[src/rtl/jt6295_adpcm_enc_pkg.sv]
// -----------------------------------------------------------------------------
// jt6295_pkg
// Shared constants and types for the JT6295 ADPCM encoder and its
// reconstruction model: OKI step table, index adjustment table, FSM state
// enum and width constants.
// -----------------------------------------------------------------------------
package jt6295_pkg;

    localparam int PCM_W   = 12;
    localparam int CODE_W  = 4;
    localparam int STEP_W  = 11;
    localparam int IDX_W   = 6;
    localparam int MAG_W   = PCM_W + 1;
    localparam int IDX_MAX = 48;

    typedef logic [STEP_W-1:0] step_t;

    // Standard OKI/Dialogic step table, 49 entries
    localparam step_t STEP_TABLE [0:IDX_MAX] = '{
        11'd16,   11'd17,   11'd19,   11'd21,   11'd23,   11'd25,   11'd28,
        11'd31,   11'd34,   11'd37,   11'd41,   11'd45,   11'd50,   11'd55,
        11'd60,   11'd66,   11'd73,   11'd80,   11'd88,   11'd97,   11'd107,
        11'd118,  11'd130,  11'd143,  11'd157,  11'd173,  11'd190,  11'd209,
        11'd230,  11'd253,  11'd279,  11'd307,  11'd337,  11'd371,  11'd408,
        11'd449,  11'd494,  11'd544,  11'd598,  11'd658,  11'd724,  11'd796,
        11'd876,  11'd963,  11'd1060, 11'd1166, 11'd1282, 11'd1411, 11'd1552
    };

    // Index adjustment by code magnitude; +8 needs five bits signed
    localparam logic signed [4:0] ADJ [0:7] = '{
        -5'sd1, -5'sd1, -5'sd1, -5'sd1, 5'sd2, 5'sd4, 5'sd6, 5'sd8
    };

    typedef enum logic [2:0] {
        ST_IDLE,
        ST_SIGN,
        ST_B2,
        ST_B1,
        ST_B0,
        ST_UPD
    } state_t;

    // Out-of-range indices never occur, but map them to the last entry
    function automatic step_t step_lookup(input logic [IDX_W-1:0] idx);
        step_lookup = (idx > IDX_W'(IDX_MAX)) ? STEP_TABLE[IDX_MAX] : STEP_TABLE[idx];
    endfunction

endpackage

[src/rtl/jt6295_adpcm_enc_model.sv]
// -----------------------------------------------------------------------------
// jt6295_adpcm_model
// Combinational ADPCM reconstruction step: from the current code, step,
// predictor and step index it produces the next predictor (saturated) and
// the next step index (clamped to 0..48).
// Ports:
//   i_code  4-bit code {sign, b2, b1, b0}
//   i_step  current step size
//   i_pred  current predictor (signed)
//   i_idx   current step index
//   o_pred  next predictor
//   o_idx   next step index
//   o_clip  predictor sum was clamped (JT6295_ADPCM_ENC_CLIP_EN builds only)
// -----------------------------------------------------------------------------
module jt6295_adpcm_model
    import jt6295_pkg::*;
#(
    parameter int SAT_HI = 2047,
    parameter int SAT_LO = -2048
)(
    input  logic [CODE_W-1:0]       i_code,
    input  logic [STEP_W-1:0]       i_step,
    input  logic signed [PCM_W-1:0] i_pred,
    input  logic [IDX_W-1:0]        i_idx,
    output logic signed [PCM_W-1:0] o_pred,
    output logic [IDX_W-1:0]        o_idx
`ifdef JT6295_ADPCM_ENC_CLIP_EN
    ,
    output logic                    o_clip
`endif
);

    logic [MAG_W-1:0]         w_diff;
    logic signed [MAG_W+1:0]  w_sum;
    logic signed [IDX_W+1:0]  w_idx_sum;
    logic                     w_clip;

    always_comb begin
        w_diff = MAG_W'(i_step >> 3);
        if (i_code[2]) w_diff = w_diff + MAG_W'(i_step);
        if (i_code[1]) w_diff = w_diff + MAG_W'(i_step >> 1);
        if (i_code[0]) w_diff = w_diff + MAG_W'(i_step >> 2);

        if (i_code[3])
            w_sum = $signed({{3{i_pred[PCM_W-1]}}, i_pred}) - $signed({2'b00, w_diff});
        else
            w_sum = $signed({{3{i_pred[PCM_W-1]}}, i_pred}) + $signed({2'b00, w_diff});

        w_clip = 1'b0;
        if (w_sum > (MAG_W+2)'(SAT_HI)) begin
            o_pred = PCM_W'(SAT_HI);
            w_clip = 1'b1;
        end else if (w_sum < (MAG_W+2)'(SAT_LO)) begin
            o_pred = PCM_W'(SAT_LO);
            w_clip = 1'b1;
        end else begin
            o_pred = w_sum[PCM_W-1:0];
        end

        w_idx_sum = $signed({2'b00, i_idx}) + (IDX_W+2)'(ADJ[i_code[2:0]]);
        if (w_idx_sum < 0)
            o_idx = '0;
        else if (w_idx_sum > (IDX_W+2)'(IDX_MAX))
            o_idx = IDX_W'(IDX_MAX);
        else
            o_idx = w_idx_sum[IDX_W-1:0];
    end

`ifdef JT6295_ADPCM_ENC_CLIP_EN
    assign o_clip = w_clip;
`endif

endmodule

[src/rtl/jt6295_adpcm_enc.sv]
// -----------------------------------------------------------------------------
// jt6295_adpcm_enc
// OKI 4-bit ADPCM encoder producing codes the JT6295 decoder reproduces
// bit-exactly. The code is found by successive approximation, one bit per
// cen cycle, against the shared reconstruction model.
// Ports:
//   rst        async reset, active-high
//   clk        clock
//   cen        clock enable for the FSM
//   clr        sync predictor/index clear, aborts any in-flight sample
//   din        signed 12-bit PCM sample, qualified by din_valid
//   din_ready  encoder idle
//   code       ADPCM code {sign, magnitude[2:0]}
//   code_valid one-clk pulse on code update
//   pred       reconstructed sample
//   clip_cnt   saturating count of clamped updates (only with
//              JT6295_ADPCM_ENC_CLIP_EN defined)
// -----------------------------------------------------------------------------
module jt6295_adpcm_enc
    import jt6295_pkg::*;
#(
    parameter int SAT_HI = 2047,
    parameter int SAT_LO = -2048
)(
    input  logic                    rst,
    input  logic                    clk,
    input  logic                    cen,
    input  logic                    clr,
    input  logic signed [PCM_W-1:0] din,
    input  logic                    din_valid,
    output logic                    din_ready,
    output logic [CODE_W-1:0]       code,
    output logic                    code_valid,
    output logic signed [PCM_W-1:0] pred
`ifdef JT6295_ADPCM_ENC_CLIP_EN
    ,
    output logic [7:0]              clip_cnt
`endif
);

    state_t                  r_state;
    logic [IDX_W-1:0]        r_idx;
    logic signed [MAG_W-1:0] r_delta;
    logic [MAG_W-1:0]        r_mag;
    logic                    r_sign;
    logic [2:0]              r_bits;

    step_t                   w_step;
    logic [MAG_W-1:0]        w_thr;
    logic                    w_ge;
    logic signed [PCM_W-1:0] w_pred_nxt;
    logic [IDX_W-1:0]        w_idx_nxt;
`ifdef JT6295_ADPCM_ENC_CLIP_EN
    logic                    w_clip;
`endif

    assign w_step = step_lookup(r_idx);

    // Threshold for the bit being resolved in the current state
    always_comb begin
        case (r_state)
            ST_B1:   w_thr = MAG_W'(w_step >> 1);
            ST_B0:   w_thr = MAG_W'(w_step >> 2);
            default: w_thr = MAG_W'(w_step);
        endcase
        w_ge = (r_mag >= w_thr);
    end

    jt6295_adpcm_model #(
        .SAT_HI (SAT_HI),
        .SAT_LO (SAT_LO)
    ) u_model (
        .i_code (CODE_W'({r_sign, r_bits})),
        .i_step (w_step),
        .i_pred (pred),
        .i_idx  (r_idx),
        .o_pred (w_pred_nxt),
        .o_idx  (w_idx_nxt)
`ifdef JT6295_ADPCM_ENC_CLIP_EN
        ,
        .o_clip (w_clip)
`endif
    );

    always_ff @(posedge clk or posedge rst) begin
        if (rst) begin
            r_state    <= ST_IDLE;
            r_idx      <= '0;
            r_delta    <= '0;
            r_mag      <= '0;
            r_sign     <= 1'b0;
            r_bits     <= '0;
            pred       <= '0;
            code       <= '0;
            code_valid <= 1'b0;
            din_ready  <= 1'b1;
`ifdef JT6295_ADPCM_ENC_CLIP_EN
            clip_cnt   <= '0;
`endif
        end else begin
            code_valid <= 1'b0;
            if (clr) begin
                r_state   <= ST_IDLE;
                r_idx     <= '0;
                pred      <= '0;
                din_ready <= 1'b1;
`ifdef JT6295_ADPCM_ENC_CLIP_EN
                clip_cnt  <= '0;
`endif
            end else if (cen) begin
                case (r_state)
                    ST_IDLE: begin
                        if (din_valid) begin
                            r_delta   <= $signed({din[PCM_W-1], din}) - $signed({pred[PCM_W-1], pred});
                            din_ready <= 1'b0;
                            r_state   <= ST_SIGN;
                        end
                    end
                    ST_SIGN: begin
                        r_sign  <= r_delta[MAG_W-1];
                        r_mag   <= r_delta[MAG_W-1] ? unsigned'(-r_delta) : unsigned'(r_delta);
                        r_bits  <= '0;
                        r_state <= ST_B2;
                    end
                    ST_B2: begin
                        if (w_ge) begin
                            r_bits[2] <= 1'b1;
                            r_mag     <= r_mag - w_thr;
                        end
                        r_state <= ST_B1;
                    end
                    ST_B1: begin
                        if (w_ge) begin
                            r_bits[1] <= 1'b1;
                            r_mag     <= r_mag - w_thr;
                        end
                        r_state <= ST_B0;
                    end
                    ST_B0: begin
                        if (w_ge) begin
                            r_bits[0] <= 1'b1;
                            r_mag     <= r_mag - w_thr;
                        end
                        r_state <= ST_UPD;
                    end
                    ST_UPD: begin
                        pred       <= w_pred_nxt;
                        r_idx      <= w_idx_nxt;
                        code       <= {r_sign, r_bits};
                        code_valid <= 1'b1;
                        din_ready  <= 1'b1;
                        r_state    <= ST_IDLE;
`ifdef JT6295_ADPCM_ENC_CLIP_EN
                        if (w_clip && (clip_cnt != 8'hFF))
                            clip_cnt <= clip_cnt + 8'd1;
`endif
                    end
                    default: r_state <= ST_IDLE;
                endcase
            end
        end
    end

endmodule

[config.mk]
export PLATFORM = sky130hd
export DESIGN_NAME = jt6295_adpcm_enc
export DESIGN_NICKNAME = d
export VERILOG_FILES = /design/src/rtl/jt6295_adpcm_enc_pkg.sv /design/src/rtl/jt6295_adpcm_enc_model.sv /design/src/rtl/jt6295_adpcm_enc.sv
export SDC_FILE = /design/constraint.sdc
export NUM_CORES = 1
export LEC_CHECK = 0
export ABC_AREA = 1
export ABC_CLOCK_PERIOD_IN_PS = 18850
export CAP_MARGIN = 20
export CORE_UTILIZATION = 58
export DETAILED_ROUTE_END_ITERATION = 8
export PLACE_DENSITY = 0.77
export SYNTH_ARGS = -nofsm -noshare
export SYNTH_HDL_FRONTEND = slang
export SYNTH_SLANG_ARGS = --single-unit
[constraint.sdc]
create_clock -name clk -period 18.85 [get_ports clk]
set_clock_uncertainty 0.1 [all_clocks]
set_input_delay 5.655 -clock clk [delete_from_list [all_inputs] [get_ports clk]]
set_output_delay 5.655 -clock clk [all_outputs]
set_load 0.02 [all_outputs]
After elaboration in Yosys (flattened, before gate mapping)
Memory sizes are Yosys's and may differ from the RTL's.
Index checks and enable logic that the tools add are counted.
Storage, ports and cells
  bits in registers: 57
  bits in latches: 0
  RAM bits: 0
  ROM bits: 744
  input bits: 17
  output and inout bits: 18
  word-level logic and storage cells: 101
  memories: 2
Memory list
  (no name shown): depth 64, bits a word 11, rd ports 1, clocked after memory_dff 0, wr ports 0, RTL line jt6295_adpcm_enc_pkg.sv:45  | step_lookup = (idx > IDX_W'(IDX_MAX)) ? STEP_TABLE[IDX_MAX] : STEP_TABLE[idx];
  (no name shown): depth 8, bits a word 5, rd ports 1, clocked after memory_dff 0, wr ports 0, RTL line jt6295_adpcm_enc_model.sv:60  | w_idx_sum = $signed({2'b00, i_idx}) + (IDX_W+2)'(ADJ[i_code[2:0]]);
Cells by class
  add/sub/neg operators: 9
  multiply operators: 0
  divide/modulo/power cells: 0
  order comparisons: 8
  equality and inequality tests: 10
  shift-type cells: 0
  multiplexer cells: 38
  bitwise operators: 3
  reductions and logical operators: 19
Operators with widths (count)
  two-way mux 12 bit: 6
  two-way mux 13 bit: 4
  two-way mux 11 bit: 3
  two-way mux 6 bit: 5
  one-hot mux 13 bit (2 select lines): 1
  one-hot mux 11 bit (2 select lines): 1
  AND reduction 4 bit: 5
  adder 12 x 14 -> 15 bit: 1
  greater-than comparator 15 x 12 -> 1 bit, second input constant: 1
  less-than comparator 15 x 12 -> 1 bit, second input constant: 1
  two-way mux 15 bit: 1
  one-hot mux 3 bit (5 select lines): 1
  subtractor 12 x 14 -> 15 bit: 1
  adder 13 x 10 -> 13 bit: 1
  adder 13 x 9 -> 13 bit: 1
  >= comparator 13 bit: 1
  negator 13 bit: 1
  subtractor 12 x 12 -> 13 bit: 1
  subtractor 13 bit: 1
  adder 8 x 11 -> 12 bit: 1
  nonzero test 2 bit: 6
  two-way mux 5 bit: 2
  two-way mux 3 bit: 3
  AND reduction 3 bit: 3
  other kinds (21): 35

Longest topological paths before layout
Gate-level depths: netlist (run 1).
  depth in word-level cells: 19
  depth in mapped cells: 55
  mapped depth without buffers: 55

Cells and area by module
Synthesis (run 1) repeated with hierarchy kept, for this count alone.
Second synthesis, totals
  cell total of the unflattened synthesis: 1335
  area total of the unflattened synthesis: 8250.4 um2
By module, submodules not included
  jt6295_adpcm_enc: instances 1, cells each 787, area an instance 5012.3 um2, seq. area each 1427.6 um2
  jt6295_adpcm_model: instances 1, cells each 548, area an instance 3238.1 um2, seq. area each 0.0 um2

Worst setup path before layout (run 1)
Ideal clock, no wire load.
  path type: input-to-reg
  from: input din[0]
  to: register r_delta[12]
  library setup time: 143 ps
  arrival time: 7420 ps
  data required time: 18607 ps
  slack: 11187 ps
  stages: 14
  path buffers: 0
  cell sequence: inv_1 ha_1 fa_1 o21ai_0 nand2_1 nand2_1 a21oi_1 nor2_1 nor2_1 o21bai_1 a21o_1 a21oi_1 o21ai_0 a22oi_1
On the way
  cells in the longest elaborated chain, start to end: 1
Ends and longest elaborated chain
  start, declared: RTL line jt6295_adpcm_enc.sv:29  | input logic signed [PCM_W-1:0] din,
  subtractor 12 x 12 -> 13 bit: RTL line jt6295_adpcm_enc.sv:114  | r_delta <= $signed({din[PCM_W-1], din}) - $signed({pred[PCM_W-1], pred});
  end signal, assigned: RTL line jt6295_adpcm_enc.sv:114
  end, declared: RTL line jt6295_adpcm_enc.sv:43  | logic signed [MAG_W-1:0] r_delta;
No other way between the ends.
A chain may end at the register's enable or synchronous reset.

Worst setup path in the final report (run 1)
  from: register r_idx[1]
  to: register pred[0]
On the way
  cells in the longest elaborated chain, start to end: 19
  elaborated cells on any way between the ends: 22
  classes of those cells: add/sub: 5; order compare: 3; mux: 12; bitwise: 1; memory: 1
Ends and longest elaborated chain
  start, declared: RTL line jt6295_adpcm_enc.sv:42  | logic [IDX_W-1:0] r_idx;
  start signal, assigned: RTL line jt6295_adpcm_enc.sv:148  | r_idx <= w_idx_nxt;
  NOT 6 -> 7 bit (implied by the code): RTL line jt6295_adpcm_enc_pkg.sv:45
  memory (64 x 11 bit)
  two-way mux 11 bit (implied by the code) (2 in a row): RTL line jt6295_adpcm_enc_pkg.sv:45
  two-way mux 11 bit *: RTL line jt6295_adpcm_enc_pkg.sv:45
  adder 8 x 11 -> 12 bit: RTL line jt6295_adpcm_enc_model.sv:40  | if (i_code[2]) w_diff = w_diff + MAG_W'(i_step);
  two-way mux 12 bit: RTL line jt6295_adpcm_enc_model.sv:40
  adder 13 x 10 -> 13 bit: RTL line jt6295_adpcm_enc_model.sv:41  | if (i_code[1]) w_diff = w_diff + MAG_W'(i_step >> 1);
  two-way mux 13 bit: RTL line jt6295_adpcm_enc_model.sv:41
  (+2 left out)
  adder 12 x 14 -> 15 bit or subtractor 12 x 14 -> 15 bit (tied branches): RTL line jt6295_adpcm_enc_model.sv:47, jt6295_adpcm_enc_model.sv:45
  two-way mux 15 bit *: RTL line jt6295_adpcm_enc_model.sv:44  | if (i_code[3])
  less-than comparator 15 x 12 -> 1 bit: RTL line jt6295_adpcm_enc_model.sv:53  | end else if (w_sum < (MAG_W+2)'(SAT_LO)) begin
  two-way mux 12 bit: RTL line jt6295_adpcm_enc_model.sv:53
  two-way mux 12 bit *: RTL line jt6295_adpcm_enc_model.sv:50  | if (w_sum > (MAG_W+2)'(SAT_HI)) begin
  two-way mux 12 bit *: RTL line jt6295_adpcm_enc.sv:111  | case (r_state)
  two-way mux 12 bit *: RTL line jt6295_adpcm_enc.sv:110  | end else if (cen) begin
  two-way mux 12 bit *: RTL line jt6295_adpcm_enc.sv:102  | if (clr) begin
  end signal, assigned: RTL line jt6295_adpcm_enc.sv:147  | pred <= w_pred_nxt;
  end, declared: RTL line jt6295_adpcm_enc.sv:34  | output logic signed [PCM_W-1:0] pred
Mark *: on every way between the ends. The rest lies on a longest branch, timed or not. The select of a mux whose other input is x is not followed.

==> impl_metrics.yaml, run 1 <==
sta:
  slew_headroom_pct: 40.1
  rsz0062_at_grt: "false"
  whs_ps: 373
  finalSetupViolCount: 0
  tns_ps: 0
  fmax_mhz: 118
  period_share_pct: 44.8
  worst_slew_pin_slew_ps: 895
  finalCriticalPeriod_ps: 8440
  drv_slew: 0
  hold_viol: 0
  setup_ws_ps: 10410
cells_and_area:
  final_cells: 1321
  layout_common_cells: "nand2_1 (269), inv_1 (134), ha_1 (82)"
  ff_latch_area_mm2: 0.00143
  multi_input_area_mm2: 0.00550
  layout-drive-gt1-share_pct: 9.23
  final_common_cell: "nand2_1"
  fill_cells: 1139
  postLayoutCellArea_mm2: 0.00837
  final_util_pct: 65.8
  n_antenna_cell: 0
  syn_to_final_growth_pct: 9.96
  nets: 1251
flow_run:
  drv_cap: 0
placement:
  dp_cells: 1306
  gp_congestion: 0.960
  dp_worst_setup_slack_ps: 10530
  portBuffers: 34
  placed_area_mm2: 0.00808
  dp_hpwl_um: 15100
synth:
  syn-num-nets: 1224
  synth-seq-cells: 57
  ys.flop_type: "dfrtp_1"
  synth-edff-count: 0
  syn-mean-instance-area_um2: 6.81
  synth_warnings: 0
  synthTopCellsByArea: "dfrtp_1 (18%), ha_1 (13%), nand2_1 (13%)"
  synth.top_cell.area_share_pct: 18.4
  ys_types: 59
  synthCells: 1118
  yosysTopAreaCell: "dfrtp_1"
  ys_seq_area_share_pct: 18.8
  async_reset_ff_share_pct: 100
  synth.cell_area_mm2: 0.00761
worst_setup_path:
  r2r_start: "r_idx[1]"
  reg2reg_depth: 49
  cp_slowest_cell: "dfrtp_1"
  path_class: "flop to flop"
  required_ps: 18970
  timing.rr.end: "pred[0]"
  cpPeakStageDelay_ps: 520
  path_common_cell: "nand2_1"
  worstPathArrival_ps: 8560
  crit_fanout: 10
  r2r_setup_slack_ps: 10410
  cp-start-kind: "flop"
  end_kind: "flop"
drt:
  drt-pass1-iter-count: 5
  drc: 0
  drt-initial-drc-count: 674
  ant_nets: 0
  drt-total-wl_um: 19700
  via_count: 7431
  wl_per_cell_um: 14.9
  vias_per_cell: 5.63
clock_tree:
  clk_latency_ps: 330
  cts_tree: "built"
  root_buffer: "clkbuf_16"
  post_cts_buffers: 0
  cts_buffers: 9
  clkSinkCount: 57
  cts_resized: 0
  clock_path_buffers: 2
  htreeDepth: 3
  hold_buffers: 0
  path_clk_slew_ps: 50
global_route:
  grt_max_degree: 58
  grt_pass1_wl_um: 32800
  grt.overflow.total: 0
  track_usage_pct: 30.6
  antenna_found_initial: 0
  first_global_vias: 6698
floorplan:
  num_rows: 41
  core-area_mm2: 0.0127
  die_y_um: 117
  dieWidth_um: 117
  dieArea_mm2: 0.0136
  pin_count: 35
  initial_core_util_pct: 59.8
worst_hold_path:
  hold-path-endpoint: "din_ready"
  hp-class: "flop to flop"
  whs_path_depth: 2
  hp-start: "din_ready"
run_status:
  status: "finished, final reports clean"
power_and_ir_drop:
  leakage_nw: 4.21
  power_uw: 922
  p_per_area_mw_per_mm2: 110
  irDropWorstVdd_v: 0.000121
[logic make-up after synthesis]
kind of cell	share of synthesized area [%]
and+or+nand+nor	31.9
AOI/OAI and AO/OA	18.2
buffers and inverters	8.97
adders and majority gates	15.3
xor gates and xnor gates	6.67
DFF	18.8
muxes	0.148
[worst max-delay path by stage]
stage | start | endpoint | slack, ps | depth (start not counted)
after floorplan | din[0] | r_delta[12] | 11190 | 14
after global placement | din[0] | r_delta[12] | 10580 | 15
after detailed placement | din[2] | r_delta[11] | 10530 | 17
after CTS | r_idx[1] | pred[0] | 10530 | 52
after global routing | r_idx[1] | pred[9] | 9670 | 48
final | r_idx[1] | pred[0] | 10410 | 49
[area by class of cell]
class / instances / area share [%]
clock buffer: 12 / 3.06
clock inverter: 3 / 0.478
inverter: 147 / 6.59
multi-input combinational: 891 / 65.7
sequential: 57 / 17.1
tap: 172 / 2.57
timing repair buffer: 39 / 4.51
[cells in the mapped netlist (7+ instances only)]
master and number:
dfrtp_1 56, a31oi_1 10, buf_2 9, nand2_2 14, nand2_1 269, o211ai_1 7, inv_1 135, nand4_1 11
nor2_1 78, o22ai_1 17, nand3_2 20, or2_2 9, ha_1 82, fa_1 7, nand3_1 63, xor2_1 42
clkbuf_1 9, nor3_1 20, nand3b_1 14, inv_2 11, xnor2_1 16, o21ai_0 54, o21bai_1 7, o21ai_1 12
a21oi_1 74
[power breakdown]
| part | total [mW] | internal, mW | switching (mW) | leakage, nW |
|---|---|---|---|---|
| combinational | 0.572 | 0.216 | 0.356 | 3.33 |
| sequential | 0.184 | 0.151 | 0.0328 | 0.734 |
| clock | 0.166 | 0.108 | 0.0582 | 0.148 |
[layer usage]
| layer | up-vias | part of all wire (%) | GRT usage (%) |
|---|---|---|---|
| li1 | 3812 | - | - |
| met1 | 3359 | 47 | 41.9 |
| met2 | 228 | 46 | 50.8 |
| met3 | 32 | 5.6 | 3.68 |
| met4 | 0 | 1.6 | 8.52 |
| met5 | - | 0 | 0 |
[flip-flops by register name, summed over array words and instances, names as in the netlist]
| name | count |
|---|---|
| r_sign | 1 |
| pred | 12 |
| din_ready | 1 |
| r_state | 3 |
| code | 4 |
| code_valid | 1 |
| r_bits | 3 |
| r_idx | 6 |
| r_mag | 13 |
| r_delta | 13 |
[critical path, delay by kind of cell (launching register included)]
| kind | cells | cell delay (ps) |
|---|---|---|
| DFF | 1 | 520 |
| and+or+nand+nor | 25 | 2630 |
| xor gates and xnor gates | 1 | 260 |
| adders and majority gates | 6 | 1940 |
| buffers and inverters | 6 | 570 |
| AOI/OAI and AO/OA | 11 | 2300 |
Power figures use the tool's default switching activity.
==> run 2, diff against run 1 <==
--- a/config.mk
+++ b/config.mk
@@ -6,11 +6,11 @@
 export NUM_CORES = 1
 export LEC_CHECK = 0
 export ABC_AREA = 1
-export ABC_CLOCK_PERIOD_IN_PS = 18850
+export ABC_CLOCK_PERIOD_IN_PS = 7600
 export CAP_MARGIN = 20
-export CORE_UTILIZATION = 58
+export CORE_UTILIZATION = 57
 export DETAILED_ROUTE_END_ITERATION = 8
-export PLACE_DENSITY = 0.77
+export PLACE_DENSITY = 0.79
 export SYNTH_ARGS = -nofsm -noshare
 export SYNTH_HDL_FRONTEND = slang
 export SYNTH_SLANG_ARGS = --single-unit
==> constraint.sdc (replaced) <==
create_clock -name clk -period 7.6 [get_ports clk]
set_clock_uncertainty 0.1 [all_clocks]
set_input_delay 2.28 -clock clk [delete_from_list [all_inputs] [get_ports clk]]
set_output_delay 2.28 -clock clk [all_outputs]
set_load 0.02 [all_outputs]
==> run 2 against run 1 <==
Effect of this change:
- critical path depth is 3 lower
- global-route usage up 0.95 points
- power grew to 2.7 times the previous value
- largest cell class unchanged
- die area is 1.7% higher
- via count is 9.8% higher
- hold slack worse by 9.1 ps
- sequential share of layout area shrank 1.9 points
- flip-flop and latch count is the same
==> impl_metrics.yaml, run 2 (synthesis results as in run 1) <==
global_route:
  met1_usage_pct: 42.3
  use_met3_pct: 4.07
  grt.overflow.total: 0
  first_global_vias: 7320
  met2_usage_pct: 52.6
  antenna_found_initial: 0
  grt-busiest-layer: "met2"
  track_usage_pct: 31.5
  grt_pass1_wl_um: 35400
  grt_max_degree: 58
cells_and_area:
  final_util_pct: 73.6
  n_antenna_cell: 0
  layout_common_cells: "nand2_1 (247), inv_1 (124), nor2_1 (70)"
  syn_to_final_growth_pct: 24.0
  final_common_cell: "nand2_1"
  nets: 1319
  layout-drive-gt1-share_pct: 23.0
  top_regs: "r_delta: 13 flops, r_mag: 13 flops, pred: 12 flops"
sta:
  worst_slew_pin_slew_ps: 773
  fmax_mhz: 135
  slew_headroom_pct: 48.5
  finalCriticalPeriod_ps: 7430
  drv_slew: 0
  finalSetupViolCount: 0
  hold_viol: 0
  period_share_pct: 97.7
worst_setup_path:
  path_class: "flop to flop"
  required_ps: 7770
  cp_slowest_cell: "fa_2"
  r2r_start: "r_idx[1]"
  cp-start-kind: "flop"
  worstPathArrival_ps: 7600
  crit_fanout: 8
  cpPeakStageDelay_ps: 410
  crit_path_start: "r_idx[1]"
  end_kind: "flop"
placement:
  portBuffers: 34
  gp_congestion: 0.972
  dp_hpwl_um: 16200
floorplan:
  dieWidth_um: 118
  die_y_um: 118
  initial_core_util_pct: 59.4
  dieArea_mm2: 0.0138
  num_rows: 41
  core-area_mm2: 0.0128
  pin_count: 35
clock_tree:
  root_buffer: "clkbuf_16"
  path_clk_slew_ps: 50
  cts_buffers: 9
  htreeDepth: 3
  hold_buffers: 0
  clock_path_buffers: 2
  clk_latency_ps: 330
  cts_tree: "built"
  clkSinkCount: 57
drt:
  drc: 0
  drt-initial-drc-count: 880
  wl_per_cell_um: 16.6
  vias_per_cell: 5.87
  drt-total-wl_um: 23100
  ant_nets: 0
  via_count: 8162
  drt-pass1-iter-count: 5
power_and_ir_drop:
  switchingPower_mw: 1.25
  irDropWorstVdd_v: 0.000281
  internal_power_mw: 1.29
  power_mw: 2.53
  pwr-share-seq_pct: 18.1
  pwr-share-comb_pct: 66.7
  swShare_pct: 49.2
  p_per_area_mw_per_mm2: 269
  leakage_nw: 4.58
  clockPowerShare_pct: 15.2
run_status:
  status: "finished, final reports clean"
flow_run:
  drv_cap: 0
worst_hold_path:
  hp-class: "flop to flop"
  hp-start: "din_ready"
-- run 2: cell count changes in the layout (fill, tap and decap cells not counted), moves of 7 or more --
cell / previous run / this run
a21oi_1: 74 / 59
a21oi_2: 0 / 13
buf_4: 5 / 66
ha_1: 82 / 62
ha_4: 0 / 18
inv_1: 134 / 124
inv_2: 12 / 21
nand2_1: 269 / 247
nand2_2: 14 / 34
nand3_1: 63 / 50
nand3_2: 20 / 34
nor2_1: 78 / 70
nor2_2: 4 / 11
o21ai_0: 54 / 45
-- run 2: through the flow --
| stage | TNS [ps] | setup slack (ps) | cell area, um2 | hold WS (ps) | std cells |
|---|---|---|---|---|---|
| finish | 0 | 173 | 9440 | 364 | 1390 |
| global route | -2160 | -190 | 9440 | 377 | 1390 |
| CTS | 0 | 4.49 | 8760 | 368 | 1370 |
| detailed placement | -1580 | -170 | 8400 | 353 | 1349 |
| global placement | -949 | -90.8 | 8400 | 354 | 1349 |
| floorplan | 0 | 419 | 7610 | 359 | 1118 |
-- run 2: layer usage --
layer  part of all wire, %  wire length [um]  vias up
met5                     0                 0        -
li1                      -                 -     3956
met4                   4.3               986        0
met3                   6.6              1510       88
met1                    43              9900     3758
met2                    46             10700      360
-- run 2: area by class of cell --
class / count / area (um2)
Inverter: 147 / 554
Clock buffer: 13 / 260
Timing Repair Buffer: 106 / 903
Multi-Input combinational cell: 892 / 6060
Sequential cell: 57 / 1430
Tap cell: 172 / 215
Fill cell: 1022 / 3390
Clock inverter: 3 / 17.5
-- run 2: worst paths after layout --
kind                                   to  slack (ps)  cells after the start
worst min-delay path            din_ready         360                      2
max in group asynchronous        r_idx[3]        4440                      3
worst min register to register  din_ready         360                      2
worst max register to register    pred[6]         170                     46
worst max-delay path              pred[6]         170                     46
min in group asynchronous        r_mag[8]        2390                      3
-- run 2: critical path: cells and delay by family (launching register included) --
kind	cells	cell delay, ps
buffers and inverters	6	780
flip-flops	1	400
adder cells (fa/ha/maj)	4	1350
AND/OR/NAND/NOR	24	2740
AO/OA/AOI/OAI	9	1360
XOR/XNOR	3	610
-- run 2: power by group through the flow --
| stage | Clock (mW) | Combinational (mW) | Sequential, mW |
|---|---|---|---|
| floorplan | 0 | 1.13 | 0.426 |
| global placement | 0 | 1.43 | 0.456 |
| detailed placement | 0 | 1.46 | 0.458 |
| CTS | 0.387 | 1.49 | 0.454 |
| global route | 0.401 | 1.85 | 0.467 |
| finish | 0.384 | 1.69 | 0.459 |
-- run 2: what timing repair did --
item	in CTS	in global routing
resized for setup	9	127
buffers inserted	5	19
pin swaps	4	73
cloned	0	1
setup endpoints to repair	12	12
